===== src/rtl/dphy_rx_word_aligner.sv =====
// HS receive word aligner for one D-PHY data lane: hunts for the sync byte at any
// of 8 bit offsets, locks that offset, and streams byte-aligned payload with SoT/EoT.
module dphy_rx_word_aligner #(
    parameter logic [7:0]  g_sync_byte    = 8'hB8,
    parameter int unsigned g_sync_timeout = 32
) (
    input  logic       clk_word_i,
    input  logic       rst_n_a_i,
    input  logic       hs_active_i,
    input  logic [7:0] d_i,
    output logic [7:0] q_o,
    output logic       q_valid_o,
    output logic       sot_o,
    output logic       eot_o,
    output logic       sync_err_o,
    output logic       locked_o,
    output logic [2:0] align_o
);

    typedef enum logic [1:0] {
        ST_IDLE   = 2'd0,
        ST_HUNT   = 2'd1,
        ST_LOCKED = 2'd2,
        ST_ERROR  = 2'd3
    } state_t;

    localparam logic [7:0] TIMEOUT_LAST = 8'(g_sync_timeout - 1);

    state_t      state_r;
    logic [7:0]  d_r;
    logic [7:0]  d_rr;
    logic [7:0]  cnt_r;
    logic [7:0]  q_r;
    logic [2:0]  align_r;
    logic        q_valid_r;
    logic        sot_r;
    logic        eot_r;
    logic        sync_err_r;
    logic        locked_r;
    logic        first_r;

    logic [15:0] win_s;
    logic        match_s;
    logic [2:0]  match_k_s;
    logic [7:0]  byte_s;

    // Input word pipeline forming the 16-bit search window (older word low)
    always_ff @(posedge clk_word_i or negedge rst_n_a_i) begin
        if (!rst_n_a_i) begin
            d_r  <= 8'h00;
            d_rr <= 8'h00;
        end else begin
            d_r  <= d_i;
            d_rr <= d_r;
        end
    end

    assign win_s  = {d_r, d_rr};
    assign byte_s = win_s[align_r +: 8];

    // Sync search over all offsets; descending scan so the lowest offset wins
    always_comb begin
        match_s   = 1'b0;
        match_k_s = 3'd0;
        for (int k = 7; k >= 0; k--) begin
            if (win_s[k +: 8] == g_sync_byte) begin
                match_s   = 1'b1;
                match_k_s = 3'(k);
            end else begin
                match_s   = match_s;
                match_k_s = match_k_s;
            end
        end
    end

    // Alignment FSM with registered outputs; pulses default low every cycle
    always_ff @(posedge clk_word_i or negedge rst_n_a_i) begin
        if (!rst_n_a_i) begin
            state_r    <= ST_IDLE;
            cnt_r      <= 8'h00;
            q_r        <= 8'h00;
            align_r    <= 3'd0;
            q_valid_r  <= 1'b0;
            sot_r      <= 1'b0;
            eot_r      <= 1'b0;
            sync_err_r <= 1'b0;
            locked_r   <= 1'b0;
            first_r    <= 1'b0;
        end else begin
            q_valid_r  <= 1'b0;
            sot_r      <= 1'b0;
            eot_r      <= 1'b0;
            sync_err_r <= 1'b0;
            case (state_r)
                ST_IDLE: begin
                    locked_r <= 1'b0;
                    if (hs_active_i) begin
                        state_r <= ST_HUNT;
                        cnt_r   <= 8'h00;
                    end else begin
                        state_r <= ST_IDLE;
                    end
                end
                ST_HUNT: begin
                    if (!hs_active_i) begin
                        state_r <= ST_IDLE;
                    end else if (match_s) begin
                        state_r  <= ST_LOCKED;
                        align_r  <= match_k_s;
                        locked_r <= 1'b1;
                        first_r  <= 1'b1;
                    end else if (cnt_r == TIMEOUT_LAST) begin
                        state_r    <= ST_ERROR;
                        sync_err_r <= 1'b1;
                    end else begin
                        cnt_r <= cnt_r + 8'd1;
                    end
                end
                ST_LOCKED: begin
                    // Trailing bytes still in the pipeline are dropped on exit
                    if (!hs_active_i) begin
                        state_r  <= ST_IDLE;
                        locked_r <= 1'b0;
                        eot_r    <= 1'b1;
                    end else begin
                        q_r       <= byte_s;
                        q_valid_r <= 1'b1;
                        sot_r     <= first_r;
                        first_r   <= 1'b0;
                    end
                end
                ST_ERROR: begin
                    if (!hs_active_i) begin
                        state_r <= ST_IDLE;
                    end else begin
                        state_r <= ST_ERROR;
                    end
                end
                default: begin
                    state_r  <= ST_IDLE;
                    locked_r <= 1'b0;
                end
            endcase
        end
    end

    assign q_o        = q_r;
    assign q_valid_o  = q_valid_r;
    assign sot_o      = sot_r;
    assign eot_o      = eot_r;
    assign sync_err_o = sync_err_r;
    assign locked_o   = locked_r;
    assign align_o    = align_r;

endmodule

===== config.mk =====
export PLATFORM = sky130hd
export DESIGN_NAME = dphy_rx_word_aligner
export DESIGN_NICKNAME = d
export VERILOG_FILES = /design/src/rtl/dphy_rx_word_aligner.sv
export SDC_FILE = /design/constraint.sdc
export NUM_CORES = 1
export LEC_CHECK = 0
export BUFFER_PORTS_ARGS = -buffer_cell sky130_fd_sc_hd__buf_4
export CORE_UTILIZATION = 54
export CTS_CLUSTER_SIZE = 12
export DETAILED_ROUTE_END_ITERATION = 10
export PLACE_DENSITY = 0.83
export REMOVE_ABC_BUFFERS = 1
export SLEW_MARGIN = 0
export SYNTH_ARGS = -nofsm -noshare
export SYNTH_HDL_FRONTEND = slang
export SYNTH_SLANG_ARGS = --single-unit

===== constraint.sdc =====
create_clock -name clk_word_i -period 4.75 [get_ports clk_word_i]
set_input_delay 0.2375 -clock clk_word_i [delete_from_list [all_inputs] [get_ports clk_word_i]]
set_output_delay 0.2375 -clock clk_word_i [all_outputs]
set_load 0.05 [all_outputs]

==> metrics <==
Rows 23; mean number of vias per cell 5.97; IO buf count 26; wire length on met3 175 um; final setup fails 0; CTS root buf clkbuf_8; Leakage 0.00110 uW; initial antenna violation count 0; Syn Area/Cell around 11 um^2; Max H-tree Level 2; CP startpoint kind flip-flop; Routed Antenna Nets 0; final number of hold-violating endpoints 0; RSZ-0062 raised after global routing no; status completed; CTS Sinks 43; detailed-route via count 1635; Fillers 320; Cell Area, Placed ~0.0025 mm^2; CORE AREA 0.00400 mm^2; final std cells w/o fill between 200 and 300; critical path capture point type flip-flop; EDFF count, synth 0; most frequent cells in the layout dfrtp_1, buf_4, nand2_1; Tcrit/Tclk final 40.1%; remaining global-route overflow 0; drt total wl 4190 um; Clock Latency Late Sink just under 300 ps; Syn. warnings 0; GP Congestion ~0.82; first-pass GRT wire length ~7000 um; area of the multi-input gates about 0.0011 mm^2; worst hold path class in -> reg; die height 66.7 um; Reg area 0.00108 mm^2; async set or reset register ratio after synthesis 100%; Syn-to-layout area delta 15.1%; Hold EP d_r[7]; Max Slew Vio Count 0; wire length on met1 1960 um; WL met2 2020 um; Max IR drop VDD 0.241 mV; Hold Path Stages 1; Hold WS 43.3 ps; n_diodes 0; First-pass DRT Iterations 4; Design Area, Final about 0.0026 mm^2; drt wl/cell about 15 um; largest net degree at the start of global routing 44; Fmax achieved 526 MHz; DR iter-0 viols 120; DP HPWL 2960 um; TritonCTS clock tree done; Num CTS Buffers 5; Initial Util 56.4%; Placed Cells 265; register area share after synthesis between 40% and 50%; setup TNS 0 ps; post-CTS sizing 0; share of layout cells above drive strength 1 between 20% and 30%; r2r worst-path depth 5; Post-synth top flop dfrtp_1; hold_sp d_i[7]; Worst Skew 8.85 ps; vias in the first global route 1566; Worst R2R Start d_r[1]; Tmin final approximately 1900 ps; number of max-cap violations 0; DRC violations left 0; DR top layer met4; Slew Limit Headroom 55.1%; post-synth cell types 40; Worst EP arrival roughly 2100 ps; Max Root-Sink Buffers 2; R2R setup slack 2850 ps; Req. time, crit path 4980 ps; critical path type reg -> reg; critical register-to-register path endpoint cnt_r[5]; commonest non-fill, non-tap cell in the layout dfrtp_1; Cell Pwr Density 344 mW/mm^2; Slew @ Worst Pin 674 ps; Pwr Total 893 uW; clk slew on worst S/H paths 80 ps; Ports 27; gr usage total a little over a fifth; Layout Nets 235; flops & latches, synth 43; die width 66.7 um; full die area 0.00444 mm^2; crit path max fanout 13; post-synthesis cell count between 150 and 200; synthesized cell area roughly 0.0023 mm^2
[worst max-delay path, stage by stage, from the launching register on]
cell and delay (ps):
dfrtp_1 480, and4bb_4 290, o21ai_4 200, nand4_4 230, or4_1 560, nand3_1 80
[registers in the layout (all words and copies together), names as in the netlist]
signal	cells
align_o	3
cnt_r	8
d_r	8
d_rr	8
eot_o	1
first_r	1
locked_o	1
q_o	8
q_valid_o	1
sot_o	1
state_r	2
sync_err_o	1
[where the power goes]
part	leakage, uW	switching [uW]	internal [uW]
clock network	0.0000654	122	210
logic	0.000485	72.5	54.1
registers	0.000549	39.3	395
[cell usage after synthesis (all sizes together) (2+ instances only)]
cell type  instances  area share (%)
nand4              2             1.2
o21ai             18             6.0
and3               2            0.55
nand3             11             2.4
nand2             25             4.2
mux4               4             4.0
and4bb            12             6.8
nor4b              2            0.78
inv                3            0.50
nor2b              2            0.55
buf                4             1.3
mux2               6             3.0
a32oi              2            0.78
a21oi              6             1.3
dfrtp             43              48
a31oi              3            0.83
clkbuf             5             1.7
o41ai              2            0.78
nor3               2            0.44
mux2i             18             8.0
nand3b             4             1.3
or4                3             1.0
nor2               8             1.3
[area by class of cell]
cell class,count,share of cell area [%]
tap,50,2.41
timing repair buffer,28,8.19
sequential,43,41.4
clock inverter,2,2.31
multi-input combinational,142,42.4
clock buffer,6,2.79
inverter,3,0.434
[metrics by stage]
step / setup slack [ps] / utilization [%]
after floorplan: 2680 / -
after global placement: 2910 / 61.4
after detailed placement: 2870 / 61.4
after CTS: 2860 / 64.9
after global routing: 2730 / 64.9
final: 2850 / 64.9
[cell families (layout without fill, tap and decap cells)]
kind of cell    after synthesis  in the layout  share of synthesized area [%]
fa+ha+maj                     1              1                          0.554
buf+inv                      12             39                           3.49
compound gates               34             34                           10.8
flops                        43             43                           47.7
simple gates                 79             79                           22.6
mux                          28             28                           15.0
[timing repair]
item / in CTS / in global routing
hold buffers: 1 / 0
endpoints found under the hold margin: 43 / 0
buffers inserted: 0 / 0
[worst max-delay path by stage]
stage / start / to / slack, ps / depth (start not counted)
2_1_floorplan: cnt_r[0] / cnt_r[7] / 2680 / 6
5_1_grt: d_r[0] / cnt_r[5] / 2730 / 5
6_report: d_r[1] / cnt_r[5] / 2850 / 5
3_5_place_dp: d_r[0] / cnt_r[3] / 2870 / 5
3_3_place_gp: d_r[1] / cnt_r[3] / 2910 / 5
4_1_cts: d_r[0] / cnt_r[5] / 2860 / 5
[metal layers]
metal  up-vias  track usage [%]
met5         -                0
met4         0             6.12
met3         4             4.62
met2        38             35.0
met1       803             27.0
li1        790                -
(Power assumes the default switching activity.)
